<file path="config.mk">
export PLATFORM = sky130hd
export DESIGN_NAME = blink_period_meter
export DESIGN_NICKNAME = d
export VERILOG_FILES = /design/src/rtl/blink_period_meter.sv
export SDC_FILE = /design/constraint.sdc
export NUM_CORES = 1
export LEC_CHECK = 0
export ABC_AREA = 1
export BUFFER_PORTS_ARGS = -buffer_cell sky130_fd_sc_hd__buf_4
export CAP_MARGIN = 20
export CORE_MARGIN = 2
export CORE_UTILIZATION = 40
export CTS_CLUSTER_DIAMETER = 80
export CTS_CLUSTER_SIZE = 12
export DETAILED_ROUTE_END_ITERATION = 6
export SYNTH_ARGS = -nofsm -noshare
export SYNTH_HDL_FRONTEND = slang
export SYNTH_SLANG_ARGS = --single-unit
</file>
<file path="constraint.sdc">
create_clock -name clk -period 1.5 [get_ports clk]
set_input_delay 0.45 -clock clk [delete_from_list [all_inputs] [get_ports clk]]
set_output_delay 0.45 -clock clk [all_outputs]
set_load 0.02 [all_outputs]
</file>
<file path="src/rtl/blink_period_meter.sv">
// Measures the half-period of a slow square wave in whole milliseconds. It synchronizes and
// deglitches the input, times successive toggles and flags a timeout when toggling stops.
module blink_period_meter #(
  parameter int CLK_PER_MS = 50000,
  parameter int MS_W       = 12,
  parameter int FILT_LEN   = 4,
  parameter int TIMEOUT_MS = 4000
) (
  input  logic            clk,
  input  logic            rst,
  input  logic            sig_in,
  input  logic            clr,
  output logic [MS_W-1:0] ms_val,
  output logic            ms_vld,
  output logic            meas_ok,
  output logic            timeout
);

  localparam int PW = (CLK_PER_MS > 1) ? $clog2(CLK_PER_MS) : 1;
  localparam int FW = (FILT_LEN > 1) ? $clog2(FILT_LEN) : 1;

  typedef enum logic {IDLE, ARMED} state_t;

  state_t          state;
  logic            s_meta;
  logic            s_sync;
  logic            filt;
  logic            filt_d;
  logic            edge_r;
  logic [FW-1:0]   fcnt;
  logic [PW-1:0]   presc;
  logic [MS_W-1:0] ms_cnt;

  logic filt_chg;
  logic tick;
  logic tmo_hit;

  assign filt_chg = filt ^ filt_d;
  assign tick     = (presc == PW'(CLK_PER_MS - 1));
  assign tmo_hit  = tick && (ms_cnt == MS_W'(TIMEOUT_MS - 1));

  // Input front end: 2-FF synchronizer, run-length filter and registered edge detect.
  always_ff @(posedge clk) begin
    if (rst) begin
      s_meta <= 1'b0;
      s_sync <= 1'b0;
      filt   <= 1'b0;
      filt_d <= 1'b0;
      fcnt   <= '0;
      edge_r <= 1'b0;
    end else begin
      // NOTE: every sequential assignment is non-blocking so all registers update from
      // the same pre-edge values and the pipeline stages cannot race each other.
      s_meta <= sig_in;
      s_sync <= s_meta;
      if (s_sync != filt) begin
        if (fcnt == FW'(FILT_LEN - 1)) begin
          filt <= ~filt;
          fcnt <= '0;
        end else begin
          fcnt <= fcnt + 1'b1;
        end
      end else begin
        fcnt <= '0;
      end
      filt_d <= filt;
      edge_r <= filt_chg;
    end
  end

  // Interval timer and measurement FSM with registered outputs.
  always_ff @(posedge clk) begin
    if (rst) begin
      state   <= IDLE;
      presc   <= '0;
      ms_cnt  <= '0;
      ms_val  <= '0;
      ms_vld  <= 1'b0;
      meas_ok <= 1'b0;
      timeout <= 1'b0;
    end else begin
      ms_vld <= 1'b0;
      if (clr) begin
        state   <= IDLE;
        presc   <= '0;
        ms_cnt  <= '0;
        ms_val  <= '0;
        meas_ok <= 1'b0;
        timeout <= 1'b0;
      end else begin
        case (state)
          IDLE: begin
            ms_cnt <= '0;
            if (edge_r) begin
              state   <= ARMED;
              timeout <= 1'b0;
              presc   <= PW'(1);
            end else begin
              presc <= '0;
            end
          end
          ARMED: begin
            // NOTE: the prescaler restarts one cycle ahead of the edge strobe, so it reads 0
            // in the edge cycle itself; an N-cycle interval then holds floor(N/CLK_PER_MS) ticks.
            presc <= (filt_chg || tick) ? '0 : presc + 1'b1;
            if (edge_r) begin
              ms_val  <= ms_cnt;
              ms_vld  <= 1'b1;
              meas_ok <= 1'b1;
              ms_cnt  <= '0;
            end else if (tmo_hit) begin
              timeout <= 1'b1;
              meas_ok <= 1'b0;
              ms_cnt  <= '0;
              presc   <= '0;
              state   <= IDLE;
            end else if (tick) begin
              ms_cnt <= ms_cnt + 1'b1;
            end
          end
          default: state <= IDLE;
        endcase
      end
    end
  end

endmodule

</file>
After elaboration in Yosys (flattened, before gate mapping)
Cells that the tools add are included.
- bits in registers: 51
- bits in latches: 0
- memory bits (writable): 0
- ROM bits: 0
- bits of input ports: 4
- word-level logic and storage cells: 57
- memories kept: 0
- add/sub/neg operators: 3
- multipliers: 0
- div/mod/pow operators: 0
- $lt $le $gt $ge: 0
- eq/ne operators: 8
- shift operators: 0
- mux-type cells: 19
- bitwise logic cells: 4
- reduce and logical (&&, ||, !) cells: 10
- operator list (cell ; number):
    16-bit two-way mux ; 3
    12-bit two-way mux ; 3
    16-bit case mux with 2 select lines ; 1
    12-bit case mux with 2 select lines ; 1
    16-bit by 1-bit adder with 16-bit output, second input constant ; 1
    16-bit equality test, second input constant ; 1
    12-bit by 1-bit adder with 12-bit output, second input constant ; 1
    12-bit equality test, second input constant ; 1
    1-bit two-way mux ; 9
    2-bit AND reduction ; 3
    3-bit OR reduction ; 2
    2-bit != test, second input constant ; 2
    4-bit by 1-bit != test with 1-bit output, second input constant ; 1
    1-bit case mux with 2 select lines ; 2
    1-bit NOT ; 3
    3-bit AND reduction ; 1
    2-bit by 1-bit adder with 2-bit output, second input constant ; 1
    2-bit equality test, second input constant ; 1
    2-bit by 1-bit != test with 1-bit output, second input constant ; 1
    2-bit nonzero test ; 1
    2-bit OR reduction ; 1
    1-bit logical AND ; 1
    1-bit logical OR ; 1
    1-bit != test ; 1
    1-bit XOR ; 1

Logic depth before layout (Yosys ltp)
Gate-level depths: netlist (run 1).
- depth after elaboration: 6
- gate-level depth with buffers: 10

Least setup slack after synthesis (run 1)
No wires, ideal clock.
- kind: register to register
- from: register ms_cnt[0]
- to: register ms_cnt[6]
- setup time: 0.113 ns
- arrival: 1.263 ns
- path slack: 0.125 ns
- stages on the path, launching flop included: 11
- path buffers: 0
- path through: dfxtp_1 > ha_1 > nand2_1 > nor2_2 > nand2_1 > nor2_1 > nand2_1 > nand2_1 > nor2_4 > inv_1 > nor2_1
- word-level cells in the longest chain between the ends: 5
- elaborated cells between the ends (all ways): 8
- classes of those cells: add/sub (1); eq/ne (2); mux (4); reduce/logical (1)
- ends and longest elaborated chain (what ; RTL line ; RTL):
    from (decl) ; 32 ; logic [MS_W-1:0] ms_cnt;
    from (signal assigned) ; 118 ; ms_cnt <= ms_cnt + 1'b1;
    12-bit by 1-bit adder with 12-bit output or 12-bit equality test (tied branches) ; 118, 40 ;
    12-bit two-way mux or 1-bit logical AND (tied branches) ; 117, 40 ;
    12-bit two-way mux ; 111 ; end else if (tmo_hit) begin
    12-bit two-way mux ; 106 ; if (edge_r) begin
    12-bit case mux with 2 select lines ; 91 ; case (state)
Several ways; a longest one is shown, not always the timed one. The select of a mux whose other input is x is not followed.
A chain may end at the register's enable or synchronous reset.

Worst setup path after layout (run 1)
- from: register presc[0]
- to: register ms_cnt[2]
- word-level cells in the longest chain between the ends: 5
- elaborated cells between the ends (all ways): 6
- classes of those cells: eq/ne (2); mux (3); reduce/logical (1)
- ends and longest elaborated chain (what ; RTL line ; RTL):
    from (decl) ; 31 ; logic [PW-1:0] presc;
    from (signal assigned) ; 105 ; presc <= (filt_chg || tick) ? '0 : presc + 1'b1;
    16-bit equality test * ; 39 ; assign tick = (presc == PW'(CLK_PER_MS - 1));
    1-bit logical AND ; 40 ; assign tmo_hit = tick && (ms_cnt == MS_W'(TIMEOUT_MS - 1));
    12-bit two-way mux ; 111 ;
    12-bit two-way mux ; 106 ;
    12-bit case mux with 2 select lines ; 91 ;
Every way passes the cells marked *; elsewhere a longest branch is shown, timed or not.

==> flow_metrics.py, run 1 <==
metrics = {
    "clock_tree": {
        "cts_hold_buffers": 0,
        "clock_tree.root_cell": "clkbuf_8",
        "cts_htree_levels": 2,
        "clk_path_buf_depth": 2,
        "clk_latency_ns": 0.30,
        "numCtsBuffers": 5,
        "clock_sinks": 51,
        "cts_tree": "yes",
        "clk_transition_reported_paths_ns": 0.09,
    },
    "yosys": {
        "syn-cell-area_um2": 2390,
        "muxShareOfSynthArea_pct": 0.419,
        "synth_cells": 330,
        "synth_xor_xnor_area_share_pct": 3.30,
        "synthSimpleGateAreaFrac_pct": 35.2,
        "synth_fa_ha_area_share_pct": 1.57,
        "synth-seq-cells": 51,
        "ys_warn_count": 0,
        "synth-compound-area-share_pct": 8.07,
        "synth_top_family_by_area": "simple AND/OR/NAND/NOR gates",
        "syn-num-nets": 337,
        "avgSynthCellArea_um2": 7.23,
        "synth.distinct_cells": 33,
        "ys_seq_area_share_pct": 42.8,
    },
    "detailed_routing": {
        "drc_errors": 0,
        "antenna_left": 0,
        "wl_met1_mm": 2.28,
        "via_per_inst": 4.63,
        "drt-pass1-iter-count": 4,
        "highest_layer": "met4",
        "wl_met3_um": 221,
        "wire_per_inst_um": 10.5,
        "wl_met2_mm": 2.03,
        "totalWireLength_mm": 4.60,
        "drt_iter0_drc": 93,
        "vias": 2025,
    },
    "global_routing": {
        "grt_overflow": 0,
        "antenna_found_initial": 0,
        "grt_pass1_vias": 1702,
        "grt_first_pass_wirelength_mm": 7.57,
        "groute.usage.overall_pct": 14.8,
        "grt_max_degree": 20,
    },
    "die": {
        "initial_utilization_pct": 40.8,
        "ios": 19,
        "placementRows": 28,
        "dieArea_um2": 6600,
        "die_w_um": 81.3,
        "chipHeight_um": 81.3,
        "core_area_um2": 5850,
    },
    "timing": {
        "hold_viol_final": 0,
        "final.period_utilization_pct": 92.4,
        "setup_violations": 0,
        "finalSetupTns_ns": 0,
        "relSlewSlack_pct": 84.1,
        "skew_ns": 0.00791,
        "period_minus_slack_ns": 1.39,
        "tightest_slew_ns": 0.238,
        "finalMaxSlewViolations": 0,
        "fin_ws_ns": 0.114,
        "fin_worst_hold_slack_ns": 0.348,
        "fmaxAchievable_ghz": 0.722,
    },
    "pwr": {
        "power.total_mw": 2.52,
        "pwr_density_cell_nw_per_um2": 872,
        "ir_drop_mv": 0.432,
        "p_leak_nw": 1.11,
    },
    "outcome": {
        "status": "completed",
    },
    "place": {
        "port_buffers": 18,
        "dpl_worst_slack_ns": 0.0191,
        "dp_hpwl_mm": 3.37,
        "gp_congestion": 0.841,
    },
    "critical_path": {
        "critPathArrivalTime_ns": 1.62,
        "cp_max_fo": 7,
        "critical_path_required_ns": 1.74,
        "regToRegSetupSlack_ns": 0.11,
        "path_class": "flop to flop",
        "start_kind": "flop",
        "end_kind": "flop",
    },
    "finish": {
        "drive_above_1_share_pct": 22.7,
        "nets": 368,
        "utilization_pct": 49.3,
        "syn2layout_area_growth_pct": 20.9,
        "antennaDiodeCount": 0,
    },
    "hold_path": {
        "hold_path_class": "input pin to flop",
    },
    "job": {
        "max-cap-violations": 0,
    },
}
-- final timing paths --
kind / start / endpoint / cells after the start
max: presc[0]$_SDFF_PP0_ / ms_cnt[2]$_SDFFE_PP0P_ / 10
min: sig_in / s_meta$_SDFF_PP0_ / 3
max reg2reg: presc[0]$_SDFF_PP0_ / ms_cnt[2]$_SDFFE_PP0P_ / 10
min reg2reg: s_meta$_SDFF_PP0_ / s_sync$_SDFF_PP0_ / 2
-- flip-flops by register name, summed over array words and instances (netlist names), 2 cells and up --
name	cells
ms_val	12
presc	16
fcnt	2
ms_cnt	12
-- synthesized netlist by cell type --
library cell  instances  area, um^2
nor2_2                6        37.5
a22o_1                1        8.76
ha_1                  3        37.5
nand3_1              15        75.1
nor2_1               65         244
nor3_1                3        15.0
nor3_2                2        20.0
nand3b_1              1        7.51
nand2_2               1        6.26
xnor2_1               2        17.5
nand2_4               1        11.3
o21ai_0              14        70.1
inv_1                38         143
buf_4                 1        7.51
o22ai_1               1        6.26
nand2_1              67         251
o211ai_1              1        7.51
a21oi_1              19        95.1
nor3b_2               1        12.5
nand3_2               2        20.0
and2_1                1        6.26
nor2_4                5        56.3
clkbuf_1              3        11.3
nand2_8               1        20.0
nand3_4               1        17.5
buf_8                 1        15.0
nor3b_1               2        15.0
inv_2                 8        30.0
xor2_1                7        61.3
o21ai_1               1        5.00
mux2i_1               1        10.0
nand4_1               4        25.0
dfxtp_1              51        1020
-- per-stage QoR --
stage               std cells  area, um^2
floorplan                 330        2390
global placement          428        2670
detailed placement        428        2670
CTS                       436        2810
global route              437        2890
finish                    437        2890
-- worst max-delay path: stages (launching register included) --
cell and delay, ns:
dfxtp_2 0.35, ha_4 0.17, nand3_4 0.11, inv_2 0.05, nand2_1 0.07, nor2_2 0.05, nand2_2 0.07, nand2_2 0.06
nor2_4 0.21, nand2_1 0.08, nor2_1 0.11
-- power by group --
part	internal [mW]	switching (mW)
logic	0.0154	0.0206
clock network	0.665	0.459
registers	1.36	0.00145
total	2.04	0.481
-- kinds of logic (layout without fill, tap and decap cells) --
group,after synthesis,in the layout
AOI/OAI and AO/OA,37,37
adders and majority gates,3,3
buffers and inverters,51,83
DFF,51,51
xor gates and xnor gates,9,9
muxes,1,1
and+or+nand+nor,178,178
-- repair_timing --
action | 4_1_cts | 5_1_grt
setup endpoints to repair | 3 | 19
gates resized for setup | 1 | 21
setup buffers | 0 | 1
pin swaps | 0 | 6
-- layout by cell type (no fill, tap or decap), types with 5 or more instances in the layout --
master and n:
nor2_4 7, buf_4 28, o21ai_0 14, nor2_2 5, dfxtp_1 43, nor2_1 64
clkbuf_8 5, a21oi_1 19, nand3_1 15, inv_1 37, inv_2 9, xor2_1 7
nand2_1 64, dfxtp_2 8
-- layout make-up --
cell class	count	area (um^2)
clock buffer	5	68.8
clock inverter	3	67.6
fill	579	2960
tap	75	93.8
sequential	51	1030
multi-input combinational	228	1220
timing repair buffer	29	230
inverter	46	173
-- metal layers --
layer,global-route usage (%),vias up
met4,5.59,0
met1,20.4,894
li1,-,1090
met5,0,-
met2,22.2,36
met3,3.67,5
Note: power is estimated with default switching activity, not from simulation.
==> inputs of run 2 (changes only) <==
--- a/config.mk
+++ b/config.mk
@@ -13,6 +13,7 @@
 export CTS_CLUSTER_DIAMETER = 80
 export CTS_CLUSTER_SIZE = 12
 export DETAILED_ROUTE_END_ITERATION = 6
+export REMOVE_ABC_BUFFERS = 1
 export SYNTH_ARGS = -nofsm -noshare
 export SYNTH_HDL_FRONTEND = slang
 export SYNTH_SLANG_ARGS = --single-unit
==> run 2 against run 1 <==
Sequential power about the same. Global-route usage increased by 0.30 points. Worst setup slack got worse by 0.0075 ns. Clock skew increased by 0.0031 ns. Utilization decreased by 0.17 points. First-iteration DRC count increased by 16%. Sequential share of layout area increased by 0.12 points. Via count increased by 1.4%. Routed wire length decreased by 1.0%. Hold slack got worse by 0.012 ns. Die area unchanged. Largest cell class unchanged.
==> flow_metrics.py, run 2 (synthesized netlist as in run 1, its figures left out) <==
metrics = {
    "die": {
        "chipHeight_um": 81.3,
        "initial_utilization_pct": 40.8,
        "ios": 19,
        "core_area_um2": 5850,
        "dieArea_um2": 6600,
        "die_w_um": 81.3,
        "placementRows": 28,
    },
    "detailed_routing": {
        "drt-pass1-iter-count": 4,
        "drt_iter0_drc": 108,
        "drc_errors": 0,
        "wire_per_inst_um": 10.4,
        "vias": 2054,
        "totalWireLength_mm": 4.55,
        "antenna_left": 0,
        "via_per_inst": 4.68,
    },
    "critical_path": {
        "cpLargestDelayFamily": "simple AND/OR/NAND/NOR gates",
        "path_class": "flop to flop",
        "crit_buf_inv": 1,
        "crit_path_cell_trace": "ha_4 > nand3_4 > inv_2 > nand3_2 > nor2_2 > nand2_1 > xor2_1 > nor2_1",
        "critical_path_required_ns": 1.70,
        "cp_max_fo": 4,
        "cp_slowest_cell": "dfxtp_2",
        "critPathArrivalTime_ns": 1.60,
        "end_kind": "flop",
        "cp_slowest_stage_delay_ns": 0.39,
        "start_kind": "flop",
    },
    "timing": {
        "tightest_slew_ns": 0.373,
        "finalMaxSlewViolations": 0,
        "fin_ws_ns": 0.107,
        "fmaxAchievable_ghz": 0.718,
        "fin_worst_hold_slack_ns": 0.336,
        "skew_ns": 0.0110,
        "period_minus_slack_ns": 1.39,
        "final.period_utilization_pct": 92.9,
        "hold_viol_final": 0,
        "setup_violations": 0,
        "relSlewSlack_pct": 75.1,
    },
    "clock_tree": {
        "numCtsBuffers": 5,
        "clk_path_buf_depth": 2,
        "clk_latency_ns": 0.31,
        "clock_sinks": 51,
        "cts_tree": "yes",
        "clk_transition_reported_paths_ns": 0.10,
        "clock_tree.root_cell": "clkbuf_8",
        "cts_htree_levels": 2,
    },
    "global_routing": {
        "grt_overflow": 0,
        "antenna_found_initial": 0,
        "grt_first_pass_wirelength_mm": 7.76,
        "groute.usage.overall_pct": 15.1,
        "grt_pass1_vias": 1817,
        "grt_max_degree": 20,
    },
    "place": {
        "gp_congestion": 0.828,
        "port_buffers": 18,
        "placed_area_um2": 2680,
        "dp_cells": 429,
        "dp_hpwl_mm": 3.35,
        "dpl_worst_slack_ns": -0.0134,
    },
    "finish": {
        "largest_register_ffs": 16,
        "multi_input_comb_area_um2": 1220,
        "antennaDiodeCount": 0,
        "fill_cells": 580,
        "nets": 370,
        "final_cell_area_um2": 2880,
        "final_cell_mix": "nor2_1 (64), nand2_1 (64), dfxtp_1 (43)",
        "ff_latch_area_um2": 1030,
        "reg_top3": "presc x16, ms_cnt x12, ms_val x12",
        "drive_above_1_share_pct": 23.1,
        "top_register": "presc",
        "stdcell_count": 439,
        "syn2layout_area_growth_pct": 20.5,
    },
    "job": {
        "max-cap-violations": 0,
    },
    "pwr": {
        "pwr_density_cell_nw_per_um2": 828,
        "p_leak_nw": 1.13,
        "ir_drop_mv": 0.473,
    },
    "hold_path": {
        "hold_path_class": "input pin to flop",
    },
    "outcome": {
        "status": "completed",
    },
}
## run 2: cell types whose count changed in the layout (fill, tap and decap cells not counted), sizes merged
cell    before  now
buf         29   31
bufinv       2    1
inv         46   47
## run 2: worst min-delay path, delay by kind of cell
family / cells / cell delay, ns
buf+inv: 2 / 0.10
simple gates: 1 / 0.06
## run 2: routing by layer
layer	track usage, %	wire [um]
met5	0	0
met1	20.0	2380
met3	3.67	159
met2	24.2	1980
met4	4.58	37
## run 2: final cells by class
class                   count  share of cell area (%)
repair buffers             31                    8.53
inverters                  46                    6.00
flip-flops and latches     51                    35.8
clock inverters             3                    1.61
clock buffers               5                    2.39
multi-input cells         228                    42.4
well taps                  75                    3.26
## run 2: final timing paths
path / slack (ns) / endpoint / depth (start not counted) / start
setup / recovery: 0.11 / presc[10]$_SDFF_PP0_ / 8 / presc[0]$_SDFF_PP0_
hold reg to reg: 0.41 / s_sync$_SDFF_PP0_ / 2 / s_meta$_SDFF_PP0_
setup reg to reg: 0.11 / presc[10]$_SDFF_PP0_ / 8 / presc[0]$_SDFF_PP0_
hold / removal: 0.34 / s_meta$_SDFF_PP0_ / 3 / sig_in
## run 2: per-stage QoR
step / total power [mW] / TNS [ns] / utilization (%)
after floorplan: 1.40 / 0 / -
after global placement: 1.43 / 0 / 45.8
after detailed placement: 1.43 / -0.0224 / 45.8
after CTS: 2.41 / 0 / 47.9
after global routing: 2.46 / -0.0411 / 49.2
final: 2.38 / 0 / 49.2
## run 2: power by group
| part | switching, mW | internal [mW] |
|---|---|---|
| Clock | 0.486 | 0.503 |
| Sequential | 0.00149 | 1.36 |
| Combinational | 0.0208 | 0.0154 |
| Total | 0.509 | 1.87 |
## run 2: what timing repair did
item                                    in CTS  in global routing
pin swaps                                    1                  7
gates resized for setup                      2                 20
buffers inserted                             0                  2
cloned                                       0                  0
hold buffers                                 0                  0
endpoints found under the setup margin       5                 16
